**config.mk**
```make
export PLATFORM = sky130hd
export DESIGN_NAME = cmat_addr_seq_flat
export DESIGN_NICKNAME = d
export VERILOG_FILES = /design/src/rtl/cmat_addr_seq_pkg.sv /design/src/rtl/cmat_addr_seq_if.sv /design/src/rtl/cmat_res_buf.sv /design/src/rtl/cmat_addr_seq.sv /design/src/flat_wrapper.sv
export SDC_FILE = /design/constraint.sdc
export NUM_CORES = 1
export LEC_CHECK = 0
export CORE_MARGIN = 2
export CORE_UTILIZATION = 24
export DETAILED_ROUTE_END_ITERATION = 10
export SETUP_SLACK_MARGIN = 0.1
export SLEW_MARGIN = 20
export SYNTH_ARGS = -nofsm -noshare
export SYNTH_HDL_FRONTEND = slang
export SYNTH_SLANG_ARGS = --single-unit
export TNS_END_PERCENT = 10
```
**constraint.sdc**
```tcl
create_clock -name clk_seq -period 1.9 [get_ports clk_seq]
set_input_delay 0.38 -clock clk_seq [delete_from_list [all_inputs] [get_ports clk_seq]]
set_output_delay 0.38 -clock clk_seq [all_outputs]
set_load 0.02 [all_outputs]
```
**src/rtl/cmat_addr_seq_pkg.sv**
```systemverilog
// Shared types, Q-format field widths and the address mapping for the complex
// matrix multiply sequencer.
package cmat_addr_seq_pkg;

    localparam int unsigned OP_INT_BITS   = 5;
    localparam int unsigned OP_FRAC_BITS  = 27;
    localparam int unsigned OP_W          = OP_INT_BITS + OP_FRAC_BITS;
    localparam int unsigned ACC_INT_BITS  = 11;
    localparam int unsigned ACC_FRAC_BITS = 21;
    localparam int unsigned ACC_W         = ACC_INT_BITS + ACC_FRAC_BITS;

    typedef enum logic [1:0] {
        ST_IDLE  = 2'd0,
        ST_RUN   = 2'd1,
        ST_DRAIN = 2'd2,
        ST_DONE  = 2'd3
    } seq_state_e;

    // Complex elements are stored as a real word followed by its imaginary word.
    function automatic int unsigned elem_addr(input int unsigned row,
                                              input int unsigned col,
                                              input int unsigned dim);
        return 2 * (row * dim + col);
    endfunction

endpackage

```
**src/rtl/cmat_addr_seq_if.sv**
```systemverilog
// Control, address and result-handshake bundle between the sequencer and the
// matrix datapath / result consumer.
interface cmat_addr_seq_if #(
    parameter int unsigned NBIT    = cmat_addr_seq_pkg::ACC_W,
    parameter int unsigned DIM     = 3,
    parameter int unsigned ADDRESS = $clog2(2 * DIM * DIM)
) ();
    localparam int unsigned IW = $clog2(DIM);

    logic                   start_seq;
    logic                   step_seq;
    logic [ADDRESS-1:0]     addr_ar_seq;
    logic [ADDRESS-1:0]     addr_ai_seq;
    logic [ADDRESS-1:0]     addr_br_seq;
    logic [ADDRESS-1:0]     addr_bi_seq;
    logic                   ena_seq;
    logic                   clr_seq;
    logic                   flag_seq;
    logic signed [NBIT-1:0] acc_seq;
    logic signed [NBIT-1:0] res_data_seq;
    logic [IW-1:0]          res_row_seq;
    logic [IW-1:0]          res_col_seq;
    logic                   res_valid_seq;
    logic                   res_ready_seq;
    logic                   busy_seq;
    logic                   done_seq;
    logic                   ovf_seq;

    modport master (
        input  start_seq, step_seq, flag_seq, acc_seq, res_ready_seq,
        output addr_ar_seq, addr_ai_seq, addr_br_seq, addr_bi_seq,
               ena_seq, clr_seq, res_data_seq, res_row_seq, res_col_seq,
               res_valid_seq, busy_seq, done_seq, ovf_seq
    );

    modport slave (
        output start_seq, step_seq, flag_seq, acc_seq, res_ready_seq,
        input  addr_ar_seq, addr_ai_seq, addr_br_seq, addr_bi_seq,
               ena_seq, clr_seq, res_data_seq, res_row_seq, res_col_seq,
               res_valid_seq, busy_seq, done_seq, ovf_seq
    );

endinterface

```
**src/rtl/cmat_res_buf.sv**
```systemverilog
// Single-entry result holding register with valid/ready handshake, its own
// row-major write index and a sticky overrun flag.
module cmat_res_buf #(
    parameter int unsigned NBIT = 32,
    parameter int unsigned DIM  = 3,
    parameter int unsigned IW   = $clog2(DIM)
) (
    input  logic                   clk,
    input  logic                   rst_n,
    input  logic                   restart,
    input  logic                   en,
    input  logic                   flag,
    input  logic signed [NBIT-1:0] acc,
    input  logic                   ready,
    output logic signed [NBIT-1:0] data,
    output logic [IW-1:0]          row,
    output logic [IW-1:0]          col,
    output logic                   valid,
    output logic                   ovf,
    output logic                   xfer_c
);

    logic [IW-1:0] wr_row_q;
    logic [IW-1:0] wr_col_q;
    logic          load_c;
    logic          drop_c;

    // A new element may enter when the slot is empty or is emptying this cycle.
    assign xfer_c = valid & ready;
    assign load_c = en & flag & (~valid | ready);
    assign drop_c = en & flag & valid & ~ready;

    // Holding register and handshake.
    always_ff @(posedge clk or negedge rst_n) begin
        if (!rst_n) begin
            data  <= '0;
            row   <= '0;
            col   <= '0;
            valid <= 1'b0;
        end else if (load_c) begin
            data  <= acc;
            row   <= wr_row_q;
            col   <= wr_col_q;
            valid <= 1'b1;
        end else if (xfer_c) begin
            valid <= 1'b0;
        end
    end

    // Write index advances only on accepted elements; dropped ones leave it alone.
    always_ff @(posedge clk or negedge rst_n) begin
        if (!rst_n) begin
            wr_row_q <= '0;
            wr_col_q <= '0;
        end else if (restart) begin
            wr_row_q <= '0;
            wr_col_q <= '0;
        end else if (load_c) begin
            if (wr_col_q == IW'(DIM - 1)) begin
                wr_col_q <= '0;
                wr_row_q <= (wr_row_q == IW'(DIM - 1)) ? '0 : wr_row_q + 1'b1;
            end else begin
                wr_col_q <= wr_col_q + 1'b1;
            end
        end
    end

    always_ff @(posedge clk or negedge rst_n) begin
        if (!rst_n) begin
            ovf <= 1'b0;
        end else if (restart) begin
            ovf <= 1'b0;
        end else if (drop_c) begin
            ovf <= 1'b1;
        end
    end

endmodule

```
**src/rtl/cmat_addr_seq.sv**
```systemverilog
// Address/control sequencer for C = A x B on complex DIMxDIM matrices: issues one
// MAC term per step and collects finished elements through a result buffer.
module cmat_addr_seq
    import cmat_addr_seq_pkg::*;
#(
    parameter int unsigned NBIT    = ACC_W,
    parameter int unsigned DIM     = 3,
    parameter int unsigned ADDRESS = $clog2(2 * DIM * DIM)
) (
    input  logic            clk_seq,
    input  logic            rst_seq,
    cmat_addr_seq_if.master bus
);

    localparam int unsigned CW    = $clog2(DIM);
    localparam int unsigned TOTAL = DIM * DIM;
    localparam int unsigned XW    = $clog2(TOTAL + 1);

    seq_state_e         state_q, state_d;
    logic [CW-1:0]      i_q, i_d;
    logic [CW-1:0]      h_q, h_d;
    logic [CW-1:0]      j_q, j_d;
    logic [ADDRESS-1:0] ar_q, ar_d;
    logic [ADDRESS-1:0] ai_q, ai_d;
    logic [ADDRESS-1:0] br_q, br_d;
    logic [ADDRESS-1:0] bi_q, bi_d;
    logic               ena_q, ena_d;
    logic               clr_q, clr_d;
    logic               done_q, done_d;
    logic               busy_q, busy_d;
    logic [XW-1:0]      xfer_cnt_q, xfer_cnt_d;
    logic               start_acc_c;
    logic               last_term_c;
    logic               buf_xfer_c;

    // Next-state, counter and issue logic.
    always_comb begin
        state_d     = state_q;
        i_d         = i_q;
        h_d         = h_q;
        j_d         = j_q;
        ar_d        = ar_q;
        ai_d        = ai_q;
        br_d        = br_q;
        bi_d        = bi_q;
        ena_d       = 1'b0;
        clr_d       = 1'b0;
        done_d      = 1'b0;
        xfer_cnt_d  = xfer_cnt_q;
        start_acc_c = 1'b0;
        last_term_c = (i_q == CW'(DIM - 1)) && (h_q == CW'(DIM - 1)) && (j_q == CW'(DIM - 1));

        if (busy_q && buf_xfer_c && (xfer_cnt_q < XW'(TOTAL))) begin
            xfer_cnt_d = xfer_cnt_q + 1'b1;
        end

        case (state_q)
            ST_IDLE: begin
                if (bus.start_seq) begin
                    state_d     = ST_RUN;
                    i_d         = '0;
                    h_d         = '0;
                    j_d         = '0;
                    xfer_cnt_d  = '0;
                    start_acc_c = 1'b1;
                end
            end
            ST_RUN: begin
                if (bus.step_seq) begin
                    ena_d = 1'b1;
                    clr_d = (j_q == '0);
                    ar_d  = ADDRESS'(elem_addr(32'(i_q), 32'(j_q), DIM));
                    ai_d  = ar_d + ADDRESS'(1);
                    br_d  = ADDRESS'(elem_addr(32'(h_q), 32'(j_q), DIM));
                    bi_d  = br_d + ADDRESS'(1);
                    // j innermost, then h (B column), then i (A row).
                    if (j_q == CW'(DIM - 1)) begin
                        j_d = '0;
                        if (h_q == CW'(DIM - 1)) begin
                            h_d = '0;
                            i_d = (i_q == CW'(DIM - 1)) ? '0 : i_q + 1'b1;
                        end else begin
                            h_d = h_q + 1'b1;
                        end
                    end else begin
                        j_d = j_q + 1'b1;
                    end
                    if (last_term_c) begin
                        state_d = ST_DRAIN;
                    end
                end
            end
            ST_DRAIN: begin
                if (xfer_cnt_d >= XW'(TOTAL)) begin
                    state_d = ST_DONE;
                    done_d  = 1'b1;
                end
            end
            ST_DONE: begin
                state_d = ST_IDLE;
            end
            default: begin
                state_d = ST_IDLE;
            end
        endcase

        busy_d = (state_d == ST_RUN) || (state_d == ST_DRAIN);
    end

    always_ff @(posedge clk_seq or negedge rst_seq) begin
        if (!rst_seq) begin
            state_q    <= ST_IDLE;
            i_q        <= '0;
            h_q        <= '0;
            j_q        <= '0;
            ar_q       <= '0;
            ai_q       <= '0;
            br_q       <= '0;
            bi_q       <= '0;
            ena_q      <= 1'b0;
            clr_q      <= 1'b0;
            done_q     <= 1'b0;
            busy_q     <= 1'b0;
            xfer_cnt_q <= '0;
        end else begin
            state_q    <= state_d;
            i_q        <= i_d;
            h_q        <= h_d;
            j_q        <= j_d;
            ar_q       <= ar_d;
            ai_q       <= ai_d;
            br_q       <= br_d;
            bi_q       <= bi_d;
            ena_q      <= ena_d;
            clr_q      <= clr_d;
            done_q     <= done_d;
            busy_q     <= busy_d;
            xfer_cnt_q <= xfer_cnt_d;
        end
    end

    assign bus.addr_ar_seq = ar_q;
    assign bus.addr_ai_seq = ai_q;
    assign bus.addr_br_seq = br_q;
    assign bus.addr_bi_seq = bi_q;
    assign bus.ena_seq     = ena_q;
    assign bus.clr_seq     = clr_q;
    assign bus.done_seq    = done_q;
    assign bus.busy_seq    = busy_q;

    // Flags are only honoured while a pass is active.
    cmat_res_buf #(
        .NBIT (NBIT),
        .DIM  (DIM),
        .IW   (CW)
    ) u_res_buf (
        .clk     (clk_seq),
        .rst_n   (rst_seq),
        .restart (start_acc_c),
        .en      (busy_q),
        .flag    (bus.flag_seq),
        .acc     (bus.acc_seq),
        .ready   (bus.res_ready_seq),
        .data    (bus.res_data_seq),
        .row     (bus.res_row_seq),
        .col     (bus.res_col_seq),
        .valid   (bus.res_valid_seq),
        .ovf     (bus.ovf_seq),
        .xfer_c  (buf_xfer_c)
    );

endmodule

```
**src/flat_wrapper.sv**
```systemverilog
// flat-port wrapper written by rule: the top's interface ports become plain ports
module cmat_addr_seq_flat import cmat_addr_seq_pkg::*;
#(
    parameter int unsigned NBIT    = ACC_W,
    parameter int unsigned DIM     = 3,
    parameter int unsigned ADDRESS = $clog2(2 * DIM * DIM)
)
  (clk_seq, rst_seq, bus_start_seq, bus_step_seq, bus_flag_seq, bus_acc_seq, bus_res_ready_seq, bus_addr_ar_seq, bus_addr_ai_seq, bus_addr_br_seq, bus_addr_bi_seq, bus_ena_seq, bus_clr_seq, bus_res_data_seq, bus_res_row_seq, bus_res_col_seq, bus_res_valid_seq, bus_busy_seq, bus_done_seq, bus_ovf_seq);
  cmat_addr_seq_if #(.NBIT(NBIT), .DIM(DIM), .ADDRESS(ADDRESS)) bus_i ();
  input  logic clk_seq;
  input  logic rst_seq;
  input wire logic [$bits(bus_i.start_seq)-1:0] bus_start_seq;
  input wire logic [$bits(bus_i.step_seq)-1:0] bus_step_seq;
  input wire logic [$bits(bus_i.flag_seq)-1:0] bus_flag_seq;
  input wire logic [$bits(bus_i.acc_seq)-1:0] bus_acc_seq;
  input wire logic [$bits(bus_i.res_ready_seq)-1:0] bus_res_ready_seq;
  output wire logic [$bits(bus_i.addr_ar_seq)-1:0] bus_addr_ar_seq;
  output wire logic [$bits(bus_i.addr_ai_seq)-1:0] bus_addr_ai_seq;
  output wire logic [$bits(bus_i.addr_br_seq)-1:0] bus_addr_br_seq;
  output wire logic [$bits(bus_i.addr_bi_seq)-1:0] bus_addr_bi_seq;
  output wire logic [$bits(bus_i.ena_seq)-1:0] bus_ena_seq;
  output wire logic [$bits(bus_i.clr_seq)-1:0] bus_clr_seq;
  output wire logic [$bits(bus_i.res_data_seq)-1:0] bus_res_data_seq;
  output wire logic [$bits(bus_i.res_row_seq)-1:0] bus_res_row_seq;
  output wire logic [$bits(bus_i.res_col_seq)-1:0] bus_res_col_seq;
  output wire logic [$bits(bus_i.res_valid_seq)-1:0] bus_res_valid_seq;
  output wire logic [$bits(bus_i.busy_seq)-1:0] bus_busy_seq;
  output wire logic [$bits(bus_i.done_seq)-1:0] bus_done_seq;
  output wire logic [$bits(bus_i.ovf_seq)-1:0] bus_ovf_seq;
  assign bus_i.start_seq = bus_start_seq;
  assign bus_i.step_seq = bus_step_seq;
  assign bus_i.flag_seq = bus_flag_seq;
  assign bus_i.acc_seq = bus_acc_seq;
  assign bus_i.res_ready_seq = bus_res_ready_seq;
  assign bus_addr_ar_seq = bus_i.addr_ar_seq;
  assign bus_addr_ai_seq = bus_i.addr_ai_seq;
  assign bus_addr_br_seq = bus_i.addr_br_seq;
  assign bus_addr_bi_seq = bus_i.addr_bi_seq;
  assign bus_ena_seq = bus_i.ena_seq;
  assign bus_clr_seq = bus_i.clr_seq;
  assign bus_res_data_seq = bus_i.res_data_seq;
  assign bus_res_row_seq = bus_i.res_row_seq;
  assign bus_res_col_seq = bus_i.res_col_seq;
  assign bus_res_valid_seq = bus_i.res_valid_seq;
  assign bus_busy_seq = bus_i.busy_seq;
  assign bus_done_seq = bus_i.done_seq;
  assign bus_ovf_seq = bus_i.ovf_seq;
  cmat_addr_seq #(.NBIT(NBIT), .DIM(DIM), .ADDRESS(ADDRESS)) u_core (.clk_seq(clk_seq), .rst_seq(rst_seq), .bus(bus_i));
endmodule
```
======== Word-level counts from Yosys, hierarchy flattened ========
Index checks and enable logic that the tools add are counted.
W data, S select, Z words.
cells by class
  $add $sub $neg .......................... 10
  $mul .................................... 2
  order comparisons ....................... 2
  eq/ne operators ......................... 14
  muxes and demuxes ....................... 40
  bitwise logic cells ..................... 8
  reduce and logical (&&, ||, !) cells .... 17
operators by type and width
  cell                   count
  $mux W2                21
  $eq A2 B2 Y1 const B   8
  $mux W1                12
  $mux W4                3
  $pmux W2 S2            3
  $add A2 B1 Y2 const B  5
  $add A5 B1 Y5 const B  2
  $reduce_bool A2 Y1     5
  $add A4 B2 Y4          2
  $mul A2 B2 Y4 const B  2
  $pmux W2 S4            1
  $and A1 B1 Y1          5
  $reduce_and A5 Y1      1
  $add A4 B1 Y4 const B  1
  $eq A2 B1 Y1 const B   2
  $ge A4 B4 Y1 const B   1
  $logic_and A1 B1 Y1    4
  $logic_not A2 Y1       2
  $lt A4 B4 Y1 const B   1
  $ne A2 B1 Y1 const B   2
  $ne A2 B2 Y1 const B   2
  $reduce_and A2 Y1      2
  $reduce_and A4 Y1      1
  $reduce_and A3 Y1      1
  other kinds (3)        4
storage, ports and cells
  register bits after elaboration ......... 76
  output and inout bits ................... 62
  word-level logic and storage cells ...... 113

======== Depth between registers and ports, before layout ========
Gate-level depths: netlist of run 1.
  word-level depth ........................ 9
  mapped depth ............................ 7

======== Hierarchy ========
From an unflattened synthesis of run 1, not the netlist that was laid out.
unflattened totals
  cell total of the unflattened synthesis .. 243
  area, all modules ....................... 3114.2 µm²
modules (own cells, without submodules)
  module         times used  cells each  area an instance (µm²)  sequential area each (µm²)
  cmat_res_buf   1           107         1699.1                  1051.0
  cmat_addr_seq  1           136         1415.1                  625.6

======== Least setup slack after synthesis of run 1 ========
No wires, ideal clock.
  path type ............................... reg-to-reg
  start ................................... register u_core.j_q[1]
  end ..................................... register u_core.ai_q[3] (netlist: u_core.bus.addr_ai_seq[3])
  arrival ................................. 1.688 ns
  data required time ...................... 1.774 ns
  path slack .............................. 0.086 ns
  stages on the path, launching flop included .. 6
  buffers on the path ..................... 0
  period minus slack after synthesis ...... 1.814 ns
  cell sequence ........................... dfrtp_1 fa_1 ha_1 inv_1 fa_1 o21ai_0
between the ends
  cells in the longest elaborated chain, start to end .. 2
RTL lines
  element                 line                     source
  from (decl)             cmat_addr_seq.sv:22      logic [CW-1:0] j_q, j_d;
  from (signal assigned)  cmat_addr_seq.sv:129     j_q <= j_d;
  $add A4 B2 Y4           cmat_addr_seq_pkg.sv:23  return 2 * (row * dim + col);
  $add A5 B1 Y5           cmat_addr_seq.sv:73      ai_d = ar_d + ADDRESS'(1);
  to (signal assigned)    cmat_addr_seq.sv:131     ai_q <= ai_d;
  to (decl)               cmat_addr_seq.sv:24      logic [ADDRESS-1:0] ai_q, ai_d;
Every way passes these cells.
A chain may end at the register's enable or synchronous reset.

======== Final worst setup path of run 1 ========
  start ................................... register u_core.j_q[1]
  end ..................................... register u_core.bi_q[3] (netlist: u_core.bus.addr_bi_seq[3])
between the ends
  cells in the longest elaborated chain, start to end .. 2
RTL lines
  element               line                     source
  $add A4 B2 Y4         cmat_addr_seq_pkg.sv:23
  $add A5 B1 Y5         cmat_addr_seq.sv:75      bi_d = br_d + ADDRESS'(1);
  to (signal assigned)  cmat_addr_seq.sv:133     bi_q <= bi_d;
  to (decl)             cmat_addr_seq.sv:26      logic [ADDRESS-1:0] bi_q, bi_d;
Every way passes these cells.

==> results.ini, run 1 <==
[detailed_routing]
wl_per_cell_um=12.60
firstDrtPassIters=4
via_per_inst=4.121
drt_iter0_drc=84
routed_wl_mm=6.478
antenna_left=0
via_count=2118
drc=0

[clocking]
clock_sinks=67
clkTransAtPathRegs_ns=0.05
clockRootBuffer=clkbuf_16
clock_path_buffers=2
numCtsBuffers=9
htree_levels=3
postCtsHoldBufs=0
cts_tree=yes
clock_latency_ns=0.33

[sta]
finalCritPeriodShare_pct=94.74
fin_hold_ws_ns=0.05240
fin_crit_ns=1.800
finalClockSkew_ns=0.004300
setup_viol=0
rsz0062_at_grt=true
finalHoldViolCount=0
max_freq_ghz=0.5555
drv_slew=0
fin_ws_ns=0.09991

[yosys]
ys_types=41
yosysSeqAreaShare_pct=55.83
syn_area_per_cell_sq_um=12.89
synth_top_area_share_pct=55.83
synthArstFlopShare_pct=100.0
yosys_register_bits=67
yosysWarnings=0
synthTopCellsByArea=dfrtp_1 56%, mux2_2 14%, ha_1 5.0%
synth_top_area_cell=dfrtp_1
netlist_area_sq_um=3003
synth_edf_count=0
synth-main-ff-cell=dfrtp_1
netlist_instances=233

[power_and_ir_drop]
p_leak_nw=1.900
power.total_mw=6.325
vdd_drop_max_mv=0.6149
powerDensity_nw_per_um2=1397

[hold_path]
hold_class=input port to asynchronous set/reset pin

[floorplan]
initial_core_util_pct=24.79
io_pins=100
dieHeight_um=115.9
core_sq_um=12110
die_area_sq_um=13420
fp.dieW_um=115.9
rows=40

[layout]
fin_nets=395
drive_gt1_share_pct=21.97
syn2layout_area_growth_pct=50.79
diodes=0
finish.utilization_pct=37.39

[place]
pre_cts_slack_ns=-0.1146
hpwl_mm=4.618
port_buffers=97
gp_congestion=0.7348

[setup_path]
start_kind=register
r2r-end=u_core.bus.addr_bi_seq[3]$_DFFE_PN0P_
worstPathRequired_ns=2.11
rrSetupSlack_ns=0.1
r2r_cells=5
r2r_start=u_core.j_q[1]$_DFFE_PN0P_
crit_path_max_fanout=3
critPathArrivalTime_ns=2.01
end_kind=register
critical_path_class=register to register

[grt]
grt_pass1_wl_mm=10.61
first_global_vias=2221
grt_remaining_overflow=0
grt_usage_pct=10.17
grt_max_degree=68
antenna_found_initial=0

[outcome]
status=complete, no violations

[run]
cap_violations=0

[per-stage QoR]
step	instances	TNS, ns	area (sq um)
after floorplan	234	0	3008
after global placement	494	-2.069	4188
after detailed placement	494	-3.386	4188
after CTS	513	0	4521
after global routing	514	0	4528
final	514	0	4528
[critical path, stage by stage, from the launching register on]
cell	delay, ns
dfrtp_2	0.43
fa_1	0.52
ha_1	0.14
inv_1	0.05
fa_1	0.48
o21ai_1	0.07
[state kept, by name, indices dropped and copies added, names as in the netlist, 2 cells and up]
register,count
u_core.bus.addr_ai_seq,4
u_core.xfer_cnt_q,4
u_core.bus.addr_bi_seq,5
u_core.i_q,2
u_core.h_q,2
u_core.j_q,2
u_core.u_res_buf.wr_col_q,2
u_core.state_q,2
u_core.u_res_buf.data,32
u_core.u_res_buf.col,2
u_core.u_res_buf.row,2
u_core.u_res_buf.wr_row_q,2
[how the worst max path moves through the flow]
stage / from / cells after the start / slack (ns) / end
after detailed placement: bus_res_ready_seq / 5 / -0.11 / u_core.u_res_buf.data[25]$_DFFE_PN0P_
after global placement: bus_res_ready_seq / 5 / -0.07 / u_core.u_res_buf.data[27]$_DFFE_PN0P_
final: u_core.j_q[1]$_DFFE_PN0P_ / 5 / 0.1 / u_core.bus.addr_bi_seq[3]$_DFFE_PN0P_
after CTS: u_core.j_q[1]$_DFFE_PN0P_ / 5 / 0.08 / u_core.bus.addr_bi_seq[3]$_DFFE_PN0P_
after global routing: u_core.h_q[0]$_DFFE_PN0P_ / 5 / 0.01 / u_core.bus.addr_bi_seq[3]$_DFFE_PN0P_
after floorplan: u_core.j_q[1]$_DFFE_PN0P_ / 5 / 0.11 / u_core.bus.addr_bi_seq[3]$_DFFE_PN0P_
[cell usage in the layout, fill, tap and decap left out, types with 2 or more instances in the layout]
cell and instances:
ha_1 12, nand4_1 3, a22o_1 2, nor3_1 3
a21oi_1 6, nand3_1 4, mux2i_1 4, buf_4 14
fa_1 4, clkinv_2 2, nand2_1 9, conb_1 2
o21ai_0 8, xnor2_1 2, bufinv_16 2, nand2b_1 2
clkbuf_1 2, dfrtp_1 66, clkbuf_16 9, clkdlybuf4s50_1 96
mux2_2 38, a21o_1 3, mux2_1 2, buf_12 2
nor2_1 13, inv_1 12, and2b_1 2
[logic make-up (layout without fill, tap and decap cells)]
logic type      after synthesis  after routing  synth area share, %
other cells                   1              2               0.1249
xor+xnor                      2              2               0.5834
simple gates                 47             47                8.417
compound gates               26             26                5.709
mux                          44             44                16.33
fa+ha+maj                    16             16                7.667
buf+inv                      30            142                5.333
flops                        67             67                55.83
[where the power goes]
part	internal, mW	leakage, nW	switching, mW
clock network	1.14	0.150	0.581
logic	1.29	0.937	1.15
registers	1.85	0.814	0.314
[metal layers]
layer  global-route usage (%)  vias up  routed length [um]
met5                        0        -                   0
met4                    3.095        0                  57
met3                    4.812        6                 572
met2                    17.27       71                3108
met1                    11.39     1034                2740
li1                         -     1007                   -
[Yosys cell counts, types with 2 or more instances]
cell / n
inv_1: 12
nand2b_1: 2
nand4_1: 3
mux2_2: 38
ha_1: 12
nor3_1: 3
buf_2: 5
buf_4: 11
mux2_1: 2
mux2i_1: 4
fa_1: 4
and2b_1: 2
xnor2_1: 2
nand2_1: 9
a21oi_1: 6
dfrtp_1: 67
a22o_1: 2
o21ai_0: 9
a21o_1: 3
nand3_1: 4
nor2_1: 13
[area by class of cell]
| type | instances | area (sq um) |
|---|---|---|
| fill | 1201 | 7584 |
| clock inverter | 5 | 77.57 |
| multi-input combinational | 137 | 1170 |
| tap | 168 | 210.2 |
| sequential | 67 | 1678 |
| clock buffer | 11 | 232.7 |
| inverter | 13 | 48.80 |
| timing repair buffer | 113 | 1111 |
[repair_timing]
item	in CTS	in global routing
gates resized for setup	1	0
buffers inserted	3	1
pin swaps	3	0
endpoints found under the setup margin	4	7
Note: power is estimated with default switching activity, not from simulation.
==> run 2, diff against run 1 <==
--- a/config.mk
+++ b/config.mk
@@ -6,10 +6,10 @@
 export NUM_CORES = 1
 export LEC_CHECK = 0
 export CORE_MARGIN = 2
-export CORE_UTILIZATION = 24
+export CORE_UTILIZATION = 25
 export DETAILED_ROUTE_END_ITERATION = 10
 export SETUP_SLACK_MARGIN = 0.1
-export SLEW_MARGIN = 20
+export SLEW_MARGIN = 30
 export SYNTH_ARGS = -nofsm -noshare
 export SYNTH_HDL_FRONTEND = slang
 export SYNTH_SLANG_ARGS = --single-unit
==> results.ini, run 2 (synthesis results as in run 1) <==
[sta]
setup_viol=0
finalCritPeriodShare_pct=96.89
rsz0062_at_grt=true
drv_slew=0
fin_crit_ns=1.841
finalClockSkew_ns=0.004787
finalHoldViolCount=0
tns_ns=0
max_freq_ghz=0.5432
fin_ws_ns=0.05914

[power_and_ir_drop]
p_int_mw=4.292
p_seq_share_pct=34.2
power_frac_comb_pct=38.6
swShare_pct=32.22
vdd_drop_max_mv=0.8467
p_clk_share_pct=27.2
p_leak_nw=1.892
power_switching_mw=2.040
powerDensity_nw_per_um2=1406

[clocking]
postCtsHoldBufs=0
htree_levels=3
clock_latency_ns=0.33
numCtsBuffers=9
clockRootBuffer=clkbuf_16
cts_tree=yes
clock_sinks=67
clkTransAtPathRegs_ns=0.05
clock_path_buffers=2

[floorplan]
fp.dieW_um=113.6
core_sq_um=11860
rows=40
io_pins=100
dieHeight_um=113.6
initial_core_util_pct=25.32
die_area_sq_um=12900

[setup_path]
path_delay_family=simple AND/OR/NAND/NOR gates
start_kind=register
worstPathRequired_ns=2.09
cp_slowest_stage_delay_ns=0.51
crit_path_max_fanout=3
critPathArrivalTime_ns=2.03
end_kind=register
cpMaxStageDelayCell=or4b_4
path_cells=buf_4 > ha_1 > or4b_4 > a211oi_2 > a2111o_1 > o21ai_0
rrSetupSlack_ns=0.06
r2r-end=u_core.state_q[0]$_DFF_PN0_
critical_path_class=register to register
r2r_cells=6
r2r_start=u_core.xfer_cnt_q[0]$_DFF_PN0_
cp_num_buf_inv=1

[detailed_routing]
drt_iter0_drc=69
wl_met2_mm=3.115
drc=0
via_count=2098
firstDrtPassIters=4
via_per_inst=4.273
routed_wl_mm=6.306
antenna_left=0
wl_per_cell_um=12.84
wl_met3_um=433
topRoutingLayerUsed=met4
wl_met1_mm=2.652

[place]
gp_congestion=0.7372
hpwl_mm=4.546
pre_cts_slack_ns=-0.09849
port_buffers=97

[grt]
grt_pass1_wl_mm=10.52
first_global_vias=2185
grt_usage_pct=10.40
grt_max_degree=68
antenna_found_initial=0
grt_remaining_overflow=0

[outcome]
status=complete, no violations

[layout]
layout_commonest_cell=clkdlybuf4s50_1
syn2layout_area_growth_pct=49.96
fin_nets=393
multi_input_area_sq_um=1186
register_area_sq_um=1678
largest_reg_flops=32
regMostFlops=u_core.u_res_buf.data
fillCellCount=1164
drive_gt1_share_pct=22.09
final_cell_mix=96 x clkdlybuf4s50_1, 66 x dfrtp_1, 38 x mux2_2
diodes=0
finish.utilization_pct=37.96

[run]
cap_violations=0

[hold_path]
hold_class=input port to asynchronous set/reset pin

==> run 2: cell count changes in the layout (fill, tap and decap cells not counted) <==
cell,change
or4b_4,+1
buf_4,-2
or4b_1,-1
ha_4,+1
ha_1,-1
==> run 2: worst register-to-register path: cells and delay by family (launching register included) <==
kind	cells	cell delay, ns
simple gates	1	0.51
compound gates	3	0.45
flops	1	0.39
fa+ha+maj	1	0.20
buf+inv	1	0.14
==> run 2: how the worst max path moves through the flow <==
stage,from,end,cells after the start
5_1_grt,u_core.h_q[1]$_DFFE_PN0P_,u_core.bus.addr_bi_seq[3]$_DFFE_PN0P_,5
6_report,u_core.xfer_cnt_q[0]$_DFF_PN0_,u_core.state_q[0]$_DFF_PN0_,6
3_5_place_dp,bus_res_ready_seq,u_core.u_res_buf.data[13]$_DFFE_PN0P_,5
4_1_cts,u_core.h_q[1]$_DFFE_PN0P_,u_core.bus.addr_bi_seq[3]$_DFFE_PN0P_,5
2_1_floorplan,u_core.j_q[1]$_DFFE_PN0P_,u_core.bus.addr_bi_seq[3]$_DFFE_PN0P_,5
3_3_place_gp,bus_res_ready_seq,u_core.u_res_buf.data[17]$_DFFE_PN0P_,5
==> run 2: layer usage <==
layer	track usage, %	vias to the layer above
li1	-	1002
met1	12.36	1018
met2	17.17	68
met3	3.826	10
met4	4.146	0
met5	0	-
==> run 2: cell type report <==
class / instances / share of cell area [%]
Clock buffer: 11 / 5.168
Timing Repair Buffer: 111 / 24.34
Sequential cell: 67 / 37.26
Tap cell: 147 / 4.084
Multi-Input combinational cell: 137 / 26.34
Clock inverter: 5 / 1.723
Inverter: 13 / 1.084
==> run 2: timing repair <==
item	CTS	global route
endpoints found under the setup margin	5	8
pin swaps	2	2
resized for setup	1	2
setup buffers	0	3
hold endpoints to repair	0	0
==> run 2: per-stage QoR <==
stage	std cells	hold WS (ns)	cell area [sq um]	total power [mW]
6_report	491	0.03583	4503	6.332
5_1_grt	491	0.06974	4503	6.749
4_1_cts	488	0.06957	4464	6.367
3_5_place_dp	472	0.4312	4154	4.581
3_3_place_gp	472	0.4258	4154	4.528
2_1_floorplan	234	0.08441	3008	3.503
==> run 2: power groups by stage <==
stage	clock network, mW	logic, mW	registers (mW)
2_1_floorplan	0	0.981	2.52
3_3_place_gp	0	2.34	2.19
3_5_place_dp	0	2.38	2.20
4_1_cts	1.79	2.39	2.18
5_1_grt	1.84	2.67	2.24
6_report	1.73	2.44	2.16
